===== src/rtl/lag_pl_buffer_bank.sv =====
// Physical-channel input buffer bank: n independent circular FIFOs with
// occupancy counts, registered credit return and sticky error flags.
module lag_pl_buffer_bank #(
    parameter int   n      = 4,
    parameter int   size   = 4,
    parameter int   width  = 64,
    parameter bit   bypass = 1'b0,
    localparam int  cw     = $clog2(size + 1)
) (
    input  logic                 clk,
    input  logic                 rst,
    input  logic [n-1:0]         push,
    input  logic [n-1:0]         pop,
    input  logic [n*width-1:0]   data_in,
    output logic [n*width-1:0]   data_out,
    output logic [n-1:0]         valid,
    output logic [n-1:0]         full,
    output logic [n-1:0]         nearly_full,
    output logic [n*cw-1:0]      count,
    output logic [n-1:0]         credit_out,
    input  logic                 err_clr,
    output logic [n-1:0]         ovf_err,
    output logic [n-1:0]         udf_err
);

    localparam int             pw     = (size > 1) ? $clog2(size) : 1;
    localparam logic [pw-1:0]  c_last = pw'(size - 1);
    localparam logic [cw-1:0]  c_size = cw'(size);
    localparam logic [cw-1:0]  c_nf   = cw'(size - 1);

    // Pointers wrap explicitly so non-power-of-two depths work.
    function automatic logic [pw-1:0] f_inc(input logic [pw-1:0] p);
        return (p == c_last) ? '0 : p + 1'b1;
    endfunction

    generate
        for (genvar gi = 0; gi < n; gi++) begin : g_ch
            logic [width-1:0] r_mem [size];
            logic [pw-1:0]    r_rd_ptr;
            logic [pw-1:0]    r_wr_ptr;
            logic [cw-1:0]    r_count;
            logic             r_credit;
            logic             r_ovf;
            logic             r_udf;

            logic [width-1:0] w_din;
            logic             w_empty;
            logic             w_full;
            logic             w_bypass;
            logic             w_valid;
            logic             w_pop_acc;
            logic             w_push_acc;
            logic             w_store;
            logic             w_take;

            assign w_din      = data_in[gi*width +: width];
            assign w_empty    = (r_count == '0);
            assign w_full     = (r_count == c_size);
            assign w_bypass   = (bypass != 1'b0) && w_empty && push[gi];
            assign w_valid    = !w_empty || w_bypass;
            assign w_pop_acc  = pop[gi] && w_valid;
            assign w_push_acc = push[gi] && (!w_full || w_pop_acc);
            // A bypassed flit that is popped in the same cycle never touches storage.
            assign w_store    = w_push_acc && !(w_bypass && w_pop_acc);
            assign w_take     = w_pop_acc && !w_bypass;

            always_ff @(posedge clk) begin
                if (w_store) begin
                    r_mem[r_wr_ptr] <= w_din;
                end
            end

            always_ff @(posedge clk or posedge rst) begin
                if (rst) begin
                    r_rd_ptr <= '0;
                    r_wr_ptr <= '0;
                    r_count  <= '0;
                    r_credit <= 1'b0;
                    r_ovf    <= 1'b0;
                    r_udf    <= 1'b0;
                end else begin
                    if (w_store) begin
                        r_wr_ptr <= f_inc(r_wr_ptr);
                    end
                    if (w_take) begin
                        r_rd_ptr <= f_inc(r_rd_ptr);
                    end
                    case ({w_store, w_take})
                        2'b10:   r_count <= r_count + 1'b1;
                        2'b01:   r_count <= r_count - 1'b1;
                        default: r_count <= r_count;
                    endcase
                    r_credit <= w_pop_acc;
                    // New errors win over a simultaneous clear.
                    r_ovf <= (r_ovf && !err_clr) || (push[gi] && w_full && !w_pop_acc);
                    r_udf <= (r_udf && !err_clr) || (pop[gi] && !w_valid);
                end
            end

            assign data_out[gi*width +: width] = w_bypass ? w_din : r_mem[r_rd_ptr];
            assign valid[gi]                   = w_valid;
            assign full[gi]                    = w_full;
            assign nearly_full[gi]             = (r_count >= c_nf);
            assign count[gi*cw +: cw]          = r_count;
            assign credit_out[gi]              = r_credit;
            assign ovf_err[gi]                 = r_ovf;
            assign udf_err[gi]                 = r_udf;
        end
    endgenerate

endmodule

===== config.mk =====
export PLATFORM = sky130hd
export DESIGN_NAME = lag_pl_buffer_bank
export DESIGN_NICKNAME = d
export VERILOG_FILES = /design/src/rtl/lag_pl_buffer_bank.sv
export SDC_FILE = /design/constraint.sdc
export NUM_CORES = 1
export LEC_CHECK = 0
export CAP_MARGIN = 20
export CORE_ASPECT_RATIO = 2
export CORE_MARGIN = 4
export CORE_UTILIZATION = 54
export CTS_CLUSTER_SIZE = 28
export DETAILED_ROUTE_END_ITERATION = 16
export MAX_ROUTING_LAYER = met4
export PLACE_DENSITY = 0.82
export SYNTH_ARGS = -nofsm -noshare
export SYNTH_HDL_FRONTEND = slang
export SYNTH_SLANG_ARGS = --single-unit

===== constraint.sdc =====
create_clock -name clk -period 2.83 [get_ports clk]
set_input_delay 0.283 -clock clk [delete_from_list [all_inputs] [get_ports clk]]
set_output_delay 0.283 -clock clk [all_outputs]
set_load 0.1 [all_outputs]

* After elaboration in Yosys (flattened, before gate mapping) *
Memories as Yosys holds them, arrays and structs flattened.
Cells that the tools add are included.
Widths: inputs -> output; s select.

cells by class
  add/sub/neg operators = 16
  magnitude comparators = 4
  equality and inequality tests = 20
  muxes and demuxes = 20
  reduce and logical (&&, ||, !) cells = 61

operator list
  kind                 number
  $logic_and 1x1->1    28
  $eq 2x2->1 const B   12
  $pmux 3 s2           4
  $add 2x1->2 const B  8
  $mux 2               8
  $logic_not 1->1      13
  $add 3x1->3 const B  4
  $eq 3x3->1 const B   4
  $ge 3x2->1 const B   4
  $logic_not 3->1      4
  $logic_or 1x1->1     12
  $sub 3x1->3 const B  4
  $eq 2x1->1 const B   4
  $mux 1               8
  $reduce_bool 2->1    4

storage, ports and cells
  flip-flop bits (word level) = 40
  bits in writable memories = 1024
  input bits = 267
  memories kept = 4

memories
  memory         depth  width  read ports  clocked after memory_dff  write ports  line  text
  g_ch[0].r_mem  4      64     1           0                         1            38    logic [width-1:0] r_mem [size];
  g_ch[1].r_mem  4      64     1           0                         1            38
  g_ch[2].r_mem  4      64     1           0                         1            38
  g_ch[3].r_mem  4      64     1           0                         1            38

* Longest topological paths before layout *
  word-level depth = 7
  depth in mapped cells = 9
  depth with buffers taken out = 9

* Least setup slack after synthesis *
OpenSTA, ideal clock, no wires.

  kind = reg2reg
  from = reg g_ch[0].r_count[2]
  to = reg g_ch[0].r_count[2]
  arrival time = 2559 ps
  setup slack = 108 ps
  cell stages (with the launch flop) = 10
  path buffers = 0
  clock period less this slack = 2722 ps
  cell sequence = dfrtp_1 -> or3b_1 -> o21a_4 -> inv_1 -> ha_1 -> inv_1 -> fa_1 -> xor2_1 -> nor2_1 -> xor2_1

between the ends
  longest elaborated chain between the ends = 7
  elaborated cells on any way between the ends = 13
  those cells by class = 2 x add/sub; 3 x eq/ne; 1 x mux; 7 x reduce/logical

ends and longest elaborated chain
  element                                          line  text
  start: declaration                               41    logic [cw-1:0] r_count;
  start signal: assignment                         89    2'b10: r_count <= r_count + 1'b1;
  start signal: assignment                         90    2'b01: r_count <= r_count - 1'b1;
  start signal: assignment                         91    default: r_count <= r_count;
  $logic_not 3->1                                  57    assign w_empty = (r_count == '0);
  $logic_not 1->1                                  60    assign w_valid = !w_empty || w_bypass;
  $logic_and 1x1->1                                61    assign w_pop_acc = pop[gi] && w_valid;
  $logic_or 1x1->1                                 62    assign w_push_acc = push[gi] && (!w_full || w_pop_acc);
  $logic_and 1x1->1                                62
  $eq 2x1->1 or $eq 2x2->1 (tied branches)         88    case ({w_store, w_take})
  $pmux 3 s2 or $reduce_bool 2->1 (tied branches)  --

Several ways; a longest one is shown, not always the timed one.
A chain may end at the register's enable or synchronous reset.

* Worst setup path after layout *
  from = reg g_ch[1].r_rd_ptr[0]
  to = out data_out[122]

between the ends
  longest elaborated chain between the ends = 1

ends and longest elaborated chain
  element                   line  text
  start: declaration        39    logic [pw-1:0] r_rd_ptr;
  start signal: assignment  86    r_rd_ptr <= f_inc(r_rd_ptr);
  $mem_v2 4x64              --
  end: declaration          15    output logic [n*width-1:0] data_out,

Every way passes these cells.

==> results.txt <==
- The flow ran to the end, and the final reports show no timing, DRC or antenna violations.
* Post-DP HPWL: 56.6 mm
* Launch instance of the worst register-to-register path: g_ch[1].r_count[0]
* Post-detailed-placement cell area: 46200 µm²
- Slew of the pin with the lowest slew margin: 642 ps
- Ratio of routed vias to standard cells: 5.71
* Synthesized area per cell: 25.3 µm²
* Final number of setup-violating endpoints: 0
- Reg2Reg Capture Point: g_ch[1].r_count[2]
* Initial Utilization: 54.5%
- After the last flow step, the layout net total stands at 2475.
- Along the worst path, the maximum fanout reaches 15.
- Unrepaired setup endpoints after global routing: no
- Residual DRC count: 0
- Layout cell share with drive strength beyond 1: 35.3%
- Proportion of synthesized chip area in sequential cells: 80.9%
- Cell types occupying the most area after synthesis: sky130_fd_sc_hd__edfxtp_1, sky130_fd_sc_hd__mux4_2, sky130_fd_sc_hd__dfrtp_1, sky130_fd_sc_hd__buf_4, sky130_fd_sc_hd__ha_1
- Port Buf Inserts: 558
- Synthesis instantiated 24 different standard cells from the library.
* Wire length per cell: 27.1 µm
- Measured along the x axis, the die boundary spans 199 µm.
- The routed design has 86.6 mm of wire.
- The congestion estimate from routability-driven global placement came to 0.799.
- STA classifies the critical path endpoint as a primary output.
* Final core utilization: 68.4%
- Antenna violations before repair: 25
* Main flop type after synthesis: sky130_fd_sc_hd__edfxtp_1
* Maximum clock insertion buffer count: 3
- The worst setup path is launched from a register.
- Data arrival time of the critical path: 2430 ps
* Count of final hold-check violations: 0
- After routing the design area is 49200 µm².
* TritonCTS clock tree: done
* Hold-critical path endpoint: g_ch[3].r_mem[3][39]
* Source-to-sink clock delay at the later pin of the worst-skew pair: 650 ps
- Subtracting the final worst setup slack from the clock period gives 2710 ps.
- For this block, the initial DRC count from the detailed router was 1135.
* Top cell type by total area after synthesis: sky130_fd_sc_hd__edfxtp_1
- Full die area: 77400 µm²
- During synthesis, Yosys emitted a total of 0 warnings.
- Detailed routing inserted a total of 18200 vias.
- In the synthesized netlist the async set-or-reset flop fraction comes to 3.76%.
- Clock transition at the registers of the reported paths: 70 ps
* Hold Path Cell Cnt: 1
- Mapped Area: 39300 µm²
* Area delta synth->final: 25.4%
- Clock skew after layout: 14.9 ps
- Worst rel slew slack: 57.2%
- Summed over all failing endpoints, the final setup total negative slack is 0 ps.
- Buffers inserted during clock tree synthesis total 85.
* Final ANT Viol Nets: 0
- The via count of the first global-routing pass was 20100.
- Counting flops with a built-in enable in the synthesized netlist gives 1024.
- 559 I/O pins were placed.
* Pin count of the biggest net entering global routing: 56
- For this run the aggregate overflow at the end of global routing stands at 0.
- Register-to-register setup slack: 430 ps
- Cell chosen for the clock root: sky130_fd_sc_hd__clkbuf_16
* Critical path type: reg2out
* Final Max Tran Viols: 0
- Reported max-cap violation count: 0
- Counting every sink on the clock net gives 1064.
- Min-Delay Startpoint: data_in[231]
- After technology mapping, the gate count stands at 1550.
- Drt first pass iters: 4
- The H-tree was split into 3 levels.
* Post-synthesis sequential element count: 1064
- The final critical path takes up 95.8% of the cycle.
- Data required time at the worst endpoint: 2550 ps
- Derived from the worst setup path, the maximum achievable clock frequency is 0.369 GHz.
* Min-delay worst type: in2reg
* Y dimension of the die: 389 µm
- Synthesis produced a netlist with a net count of 1845.
- The total area inside the core boundary comes to 72000 µm².
- Proportion of netlist area held by the largest area contributor: 78.3%
* Placement Rows: 139
* Cell count of the worst reg-to-reg path: 9
- Global-route total usage across every layer: 23.2%
* Global-route wire length before repair: 128 mm
==> final cells by class <==
type	count	area [µm²]
multi-input combinational	372	6930
tap	916	1150
sequential	1064	31800
clock inverter	60	642
fill	4189	22800
clock buffer	99	2210
timing repair buffer	619	6320
antenna	27	67.6
inverter	38	143
==> cell usage after synthesis (7+ instances only) <==
master	n
sky130_fd_sc_hd__dfrtp_1	40
sky130_fd_sc_hd__mux2_4	8
sky130_fd_sc_hd__ha_1	24
sky130_fd_sc_hd__nor2_1	12
sky130_fd_sc_hd__mux4_2	256
sky130_fd_sc_hd__inv_1	38
sky130_fd_sc_hd__buf_2	20
sky130_fd_sc_hd__xor2_1	8
sky130_fd_sc_hd__mux2_2	8
sky130_fd_sc_hd__buf_4	40
sky130_fd_sc_hd__and2_2	16
sky130_fd_sc_hd__edfxtp_1	1024
sky130_fd_sc_hd__buf_1	9
sky130_fd_sc_hd__clkbuf_1	7
==> per-layer routing <==
metal / GRT usage, % / wire length, µm / share of wire, %
met4: 7.93 / 2550 / 2.9
met2: 37.3 / 44700 / 52
met1: 26.9 / 29700 / 34
met5: - / 0 / 0
met3: 9.18 / 9650 / 11
==> flip-flops by register name, indices dropped and copies added (netlist names) <==
signal and cells:
g_ch.r_credit 4, g_ch.r_udf 4, g_ch.r_wr_ptr 8, g_ch.r_rd_ptr 8, g_ch.r_mem 1024, g_ch.r_count 12, g_ch.r_ovf 4
==> cells by family (layout without fill, tap and decap cells) <==
| family | Yosys count | after routing | synth area share, % |
|---|---|---|---|
| mux | 276 | 276 | 15.3 |
| simple gates | 40 | 40 | 0.624 |
| flops | 1064 | 1064 | 80.9 |
| buf+inv | 114 | 816 | 1.54 |
| other cells | 0 | 27 | 0 |
| xor+xnor | 12 | 12 | 0.268 |
| fa+ha+maj | 28 | 28 | 0.969 |
| compound gates | 16 | 16 | 0.433 |
==> how the worst max path moves through the flow <==
stage                                   start            endpoint  slack [ps]  cells after the start
final                     g_ch[1].r_rd_ptr[0]       data_out[122]         120                      3
after detailed placement   g_ch[1].r_count[0]  g_ch[1].r_count[2]         440                      9
after global placement    g_ch[2].r_rd_ptr[0]       data_out[146]         590                      3
after global routing      g_ch[0].r_rd_ptr[0]         data_out[0]           4                      3
after floorplan            g_ch[0].r_count[2]  g_ch[0].r_count[2]         110                      9
after CTS                 g_ch[2].r_rd_ptr[1]       data_out[146]           2                      3
==> timing repair <==
item	in CTS	in global routing
setup endpoints to repair	129	6
gates resized for setup	0	1
hold buffers	1	0
setup buffers	6	0
endpoints found under the hold margin	16	0
gates cloned	0	0
==> per-stage QoR <==
step,worst slack (ps),hold WS (ps),std cells
3_3_place_gp,590,477,3002
5_1_grt,3.93,218,3192
3_5_place_dp,439,482,3002
2_1_floorplan,108,382,1550
6_report,118,264,3195
4_1_cts,2.21,193,3168
==> critical path: stages, from the launching register on <==
cell                      delay, ps
sky130_fd_sc_hd__dfrtp_4        660
sky130_fd_sc_hd__buf_4          270
sky130_fd_sc_hd__mux4_2         570
sky130_fd_sc_hd__buf_4          260
==> cell usage in the layout, fill, tap and decap left out, types with 11 or more instances in the layout <==
cell	netlist	routed
sky130_fd_sc_hd__ha_1	24	24
sky130_fd_sc_hd__mux4_2	256	256
sky130_fd_sc_hd__diode_2	0	27
sky130_fd_sc_hd__clkdlybuf4s50_1	0	266
sky130_fd_sc_hd__clkbuf_16	0	86
sky130_fd_sc_hd__nor2_1	12	12
sky130_fd_sc_hd__clkinv_2	0	16
sky130_fd_sc_hd__clkbuf_1	7	12
sky130_fd_sc_hd__edfxtp_1	1024	1024
sky130_fd_sc_hd__buf_4	40	271
sky130_fd_sc_hd__dfrtp_1	40	32
sky130_fd_sc_hd__bufinv_16	0	11
sky130_fd_sc_hd__clkinv_1	0	14
sky130_fd_sc_hd__buf_12	0	79
sky130_fd_sc_hd__inv_1	38	37
Power is left out: the tool's default activity adds up to more than one toggle a clock period on the data nets, which glitch-free logic cannot reach.
